`src/rtl/game_timer_ctrl.sv`:
```
// game_timer_ctrl: HUD "TIME" sequencer.
// Counts game seconds down from START_SECONDS and drives the two BCD digits.
// Blinks the TIME header while time is low, and flags time-up to the game FSM.
//
// state    | meaning
// ---------+--------------------------------------------------------------
// IDLE     | after reset, count frozen, waiting for startGame
// RUN      | prescaler running, count decrements once per game second
// PAUSE    | prescaler, count and blink phase held while pauseReq is high
// EXPIRED  | count reached zero, timeOver high until startGame or reset
module game_timer_ctrl #(
    parameter int CLK_FREQ_HZ   = 31_500_000,
    parameter int START_SECONDS = 99,
    parameter int WARN_SECONDS  = 10,
    parameter int BONUS_SECONDS = 5,
    parameter int BLINK_HALF    = CLK_FREQ_HZ / 4
) (
    input  logic       clk,
    input  logic       resetN,
    input  logic       startGame,
    input  logic       pauseReq,
    input  logic       bonusPulse,
    output logic [3:0] tensDigit,
    output logic [3:0] unitsDigit,
    output logic       headerVisible,
    output logic       warning,
    output logic       timeUp,
    output logic       timeOver
);

    localparam int PRESC_W = (CLK_FREQ_HZ > 1) ? $clog2(CLK_FREQ_HZ) : 1;
    localparam int BLINK_W = (BLINK_HALF > 1) ? $clog2(BLINK_HALF) : 1;

    localparam logic [PRESC_W-1:0] PRESC_LAST  = PRESC_W'(CLK_FREQ_HZ - 1);
    localparam logic [BLINK_W-1:0] BLINK_LAST  = BLINK_W'(BLINK_HALF - 1);
    localparam logic [6:0]         START_CNT   = 7'(START_SECONDS);
    localparam logic [6:0]         WARN_CNT    = 7'(WARN_SECONDS);
    localparam logic [7:0]         BONUS_ADD   = 8'(BONUS_SECONDS);
    localparam logic [7:0]         MAX_CNT     = 8'd99;
    localparam logic [3:0]         START_TENS  = 4'(START_SECONDS / 10);
    localparam logic [3:0]         START_UNITS = 4'(START_SECONDS % 10);

    typedef enum logic [1:0] {
        ST_IDLE    = 2'd0,
        ST_RUN     = 2'd1,
        ST_PAUSE   = 2'd2,
        ST_EXPIRED = 2'd3
    } state_t;

    state_t             state;
    state_t             state_next;
    logic [6:0]         count;
    logic [6:0]         count_next;
    logic [PRESC_W-1:0] presc;
    logic [PRESC_W-1:0] presc_next;
    logic [BLINK_W-1:0] blink;
    logic [7:0]         sum;
    logic               tick;
    logic               time_up_next;
    logic               warn_now;

    // State register.
    always_ff @(posedge clk or negedge resetN) begin
        if (!resetN) begin
            state <= ST_IDLE;
        end else begin
            state <= state_next;
        end
    end

    // Next state, prescaler/tick and saturating count update.
    // A pause request stops the prescaler in the same cycle it is seen, so the
    // prescaler phase is preserved exactly across the pause.
    always_comb begin
        state_next   = state;
        count_next   = count;
        presc_next   = presc;
        tick         = 1'b0;
        time_up_next = 1'b0;
        sum          = {1'b0, count};
        if (startGame) begin
            state_next = ST_RUN;
            count_next = START_CNT;
            presc_next = '0;
        end else begin
            case (state)
                ST_RUN: begin
                    if (!pauseReq) begin
                        tick       = (presc == PRESC_LAST);
                        presc_next = tick ? '0 : presc + PRESC_W'(1);
                    end
                    sum = {1'b0, count} + (bonusPulse ? BONUS_ADD : 8'd0) - {7'd0, tick};
                    count_next = (sum > MAX_CNT) ? 7'd99 : sum[6:0];
                    if (sum == 8'd0) begin
                        state_next   = ST_EXPIRED;
                        time_up_next = 1'b1;
                    end else if (pauseReq) begin
                        state_next = ST_PAUSE;
                    end
                end
                ST_PAUSE: begin
                    if (!pauseReq) begin
                        state_next = ST_RUN;
                    end
                end
                default: begin
                end
            endcase
        end
    end

    // Low-time condition from the current count, registered below with the digits.
    always_comb begin
        warn_now = 1'b0;
        if ((state == ST_RUN) || (state == ST_PAUSE)) begin
            warn_now = (count <= WARN_CNT) && (count != 7'd0);
        end
    end

    // Count, prescaler, time-up pulse and registered display outputs.
    always_ff @(posedge clk or negedge resetN) begin
        if (!resetN) begin
            count      <= START_CNT;
            presc      <= '0;
            timeUp     <= 1'b0;
            tensDigit  <= START_TENS;
            unitsDigit <= START_UNITS;
            warning    <= 1'b0;
        end else begin
            count      <= count_next;
            presc      <= presc_next;
            timeUp     <= time_up_next;
            tensDigit  <= 4'(count / 7'd10);
            unitsDigit <= 4'(count % 7'd10);
            warning    <= warn_now;
        end
    end

    // Header blink: restarts visible when warning rises, freezes in PAUSE,
    // and is forced visible whenever the warning is not blinking in RUN.
    // Keyed on warn_now so headerVisible settles in the same cycle as warning.
    always_ff @(posedge clk or negedge resetN) begin
        if (!resetN) begin
            blink         <= '0;
            headerVisible <= 1'b1;
        end else if (startGame) begin
            blink         <= '0;
            headerVisible <= 1'b1;
        end else if ((state == ST_RUN) && warn_now) begin
            if (!warning) begin
                blink         <= '0;
                headerVisible <= 1'b1;
            end else if (blink == BLINK_LAST) begin
                blink         <= '0;
                headerVisible <= ~headerVisible;
            end else begin
                blink <= blink + BLINK_W'(1);
            end
        end else if (state != ST_PAUSE) begin
            blink         <= '0;
            headerVisible <= 1'b1;
        end
    end

    assign timeOver = (state == ST_EXPIRED);

endmodule

```
`config.mk`:
```
export PLATFORM = sky130hd
export DESIGN_NAME = game_timer_ctrl
export DESIGN_NICKNAME = d
export VERILOG_FILES = /design/src/rtl/game_timer_ctrl.sv
export SDC_FILE = /design/constraint.sdc
export NUM_CORES = 1
export LEC_CHECK = 0
export CORE_MARGIN = 5
export CORE_UTILIZATION = 60
export DETAILED_ROUTE_END_ITERATION = 8
export DONT_BUFFER_PORTS = 1
export PLACE_DENSITY_LB_ADDON = 0.25
export SETUP_SLACK_MARGIN = 0.4
export SKIP_LAST_GASP = 1
export SYNTH_ARGS = -nofsm -noshare
export SYNTH_HDL_FRONTEND = slang
export SYNTH_SLANG_ARGS = --single-unit
```
`constraint.sdc`:
```
create_clock -name clk -period 4.8 [get_ports clk]
set_input_delay 0.48 -clock clk [delete_from_list [all_inputs] [get_ports clk]]
set_output_delay 0.48 -clock clk [all_outputs]
set_load 0.02 [all_outputs]
```
==> results.py <==
metrics = {
    "setup_path": {
        "start_kind": "register",
        "worstPathArrival_ps": 4400,
        "ff2ff_path_depth": 14,
        "crit_start": "presc[0]",
        "path_class": "register to register",
        "endpoint": "state[1]",
        "cp-end-kind": "register",
        "rrSetupSlack_ps": 620,
        "reg2reg_from": "presc[0]",
        "worstPathMaxFanout": 6,
        "regToRegEndpoint": "state[1]",
        "critical_path_required_ps": 5020,
    },
    "global_route": {
        "grt-ovfl-total": 0,
        "grt_pass1_vias": 3709,
        "groute.usage.overall": 0.222,
        "grt_pass1_wl_um": 17600,
        "antenna_found_initial": 0,
        "grt_max_degree": 69,
    },
    "die": {
        "initial_utilization": 0.620,
        "io_pins": 17,
        "die_w_um": 96.8,
        "dieArea_um2": 9370,
        "die_y_um": 96.8,
        "row_count": 31,
        "core_area_um2": 7290,
    },
    "power_and_ir_drop": {
        "p_comb_frac": 0.331,
        "switching_power_uw": 689,
        "peakVddDrop_uv": 214,
        "p_per_area_nw_per_um2": 393,
        "leakagePower_uw": 0.00190,
        "p_clk_frac": 0.280,
        "seq_power_share": 0.389,
        "p_int_uw": 1200,
        "swShare": 0.365,
    },
    "timing": {
        "finalHoldViolations": 0,
        "drv_slew": 0,
        "whs_ps": 14.1,
        "max_freq_mhz": 240,
        "finalSetupTns_ps": 0,
        "fin_ws_ps": 625,
        "worst_pin_slew_ps": 1150,
        "setup_viol": 0,
        "finClkSkew_ps": 14.1,
        "period_share": 0.870,
        "period_minus_slack_ps": 4180,
        "rsz0062_at_grt": "false",
        "slew_headroom": 0.227,
    },
    "yosys": {
        "synth-seq-area-share": 0.379,
        "synth_area_per_cell_um2": 8.95,
        "synth.net_count": 532,
        "yosysWarnings": 0,
        "syn_inst": 505,
        "async_flop_share": 1.00,
        "yosysMostFrequentCell": "dfrtp_1",
        "ys_seq_elements": 68,
        "synth_area_leaders": "dfrtp_1, o21ai_0, ha_1, dfstp_2, a21oi_1",
        "synth_top_area_cell": "dfrtp_1",
        "synth_top_cell_area_share": 0.327,
        "synthesis.area_um2": 4520,
        "synth.distinct_cells": 72,
        "synth_edf_count": 0,
        "ys_top_cells_by_count": "dfrtp_1, o21ai_0, nand2_1",
        "synth_ff_type": "dfrtp_1",
    },
    "final_layout": {
        "utilization": 0.658,
        "instances_no_fill": 598,
        "area_delta_synth_final_pct": 6.26,
        "drive_gt1_frac": 0.108,
        "antennaDiodeCount": 0,
        "nets": 521,
    },
    "route": {
        "num_vias": 3914,
        "drt-total-wl_um": 10200,
        "drc_errors": 0,
        "ant_nets": 0,
        "routedWlPerCell_um": 17.1,
        "drt_first_pass_iters": 5,
        "initialDrtViolationCount": 252,
        "drt-vias-per-instance": 6.55,
    },
    "clock_network": {
        "cts-root-buf": "clkbuf_8",
        "htree_levels": 3,
        "cts_tree": "built",
        "clkSinkCount": 68,
        "insertion_delay_ps": 340,
        "numCtsBuffers": 9,
        "clockBufferDepth": 2,
        "clkSlewWorstSetupHoldPaths_ps": 80,
    },
    "place": {
        "io_buffers": 0,
        "post-place-cells": 581,
        "place.gp.congestion": 0.866,
        "place_hpwl_um": 6950,
        "post-place-ws_ps": 559,
    },
    "run_status": {
        "status": "complete, no violations",
    },
    "hold_path": {
        "hold_path.class": "primary input to asynchronous set/reset pin",
    },
    "flow_run": {
        "cap_violations": 0,
    },
}
## layout make-up
type                       count  area (um^2)
inverter                      23         86.3
fill                         623         2490
timing repair buffer           3         42.5
tap                           99          124
sequential                    68         1710
multi-input combinational    389         2610
clock inverter                 6         87.6
clock buffer                  10          138
## per-layer routing
layer	vias to the layer above	GRT usage	wire [um]
li1	1876	-	-
met1	1915	0.305	4650
met2	115	0.356	4960
met3	8	0.0496	520
met4	0	0.0540	81
met5	-	0	0
## repair_timing
action / in CTS / in global routing
setup buffers: 0 / 0
hold buffers: 1 / 0
endpoints found under the hold margin: 68 / 0
resized for setup: 0 / 2
endpoints found under the setup margin: 0 / 1
## critical path, stage by stage (launching register included)
cell,delay (ps)
dfrtp_1,380
ha_1,260
nand4_1,160
or4b_2,740
nor3_1,210
ha_1,150
inv_1,40
ha_1,210
fa_1,460
a21o_1,200
a311oi_1,270
o21ai_0,180
xor2_1,220
a31o_2,290
a2111oi_2,300
## layout by cell type (no fill, tap or decap), types with 3 or more instances in the layout
master / count
xnor2_1: 8
o31ai_1: 17
ha_1: 21
nor4_1: 4
a31o_2: 3
dfrtp_1: 59
a21oi_1: 33
nor2b_1: 7
nor2_1: 31
nand3_1: 13
and4_1: 4
a21o_1: 3
clkbuf_8: 10
nor3_1: 9
nand4_1: 22
and3_1: 8
nor4b_1: 5
xor2_1: 4
and2_1: 6
a31oi_1: 8
or3_1: 13
or4_1: 10
inv_1: 23
a22o_1: 3
mux2_2: 4
o21a_1: 4
o21ai_0: 53
mux2i_1: 4
nand2_1: 35
nand2b_1: 5
dfstp_2: 9
## power by group through the flow
stage,Combinational [uW],Sequential (uW),Clock [uW]
final,625,735,528
after global routing,686,742,563
after CTS,603,734,539
after detailed placement,583,745,0
after global placement,563,742,0
after floorplan,496,715,0
## through the flow
stage                     total power, uW  area, um^2
after floorplan                      1210        4520
after global placement               1300        4540
after detailed placement             1330        4540
after CTS                            1880        4790
after global routing                 1990        4800
final                                1890        4800
## cell families (layout without fill, tap and decap cells)
group	after synthesis	after routing	share of synthesized area
fa+ha+maj	23	23	0.0648
buf+inv	48	42	0.0460
compound gates	157	157	0.228
flops	68	68	0.379
simple gates	189	189	0.240
mux	8	8	0.0188
xor+xnor	12	12	0.0233
## registers in the layout (all words and copies together) (netlist names)
signal	flops
tensDigit	4
timeUp	1
presc	25
unitsDigit	4
count	7
state	2
headerVisible	1
blink	23
warning	1
## worst min-delay path by stage
stage	start	end	cells past startpoint
after global routing	resetN	blink[7]	1
after global placement	resetN	tensDigit[2]	0
after detailed placement	resetN	tensDigit[2]	0
after floorplan	resetN	blink[0]	0
after CTS	resetN	blink[8]	1
final	resetN	unitsDigit[2]	1
Note: power is estimated with default switching activity, not from simulation.
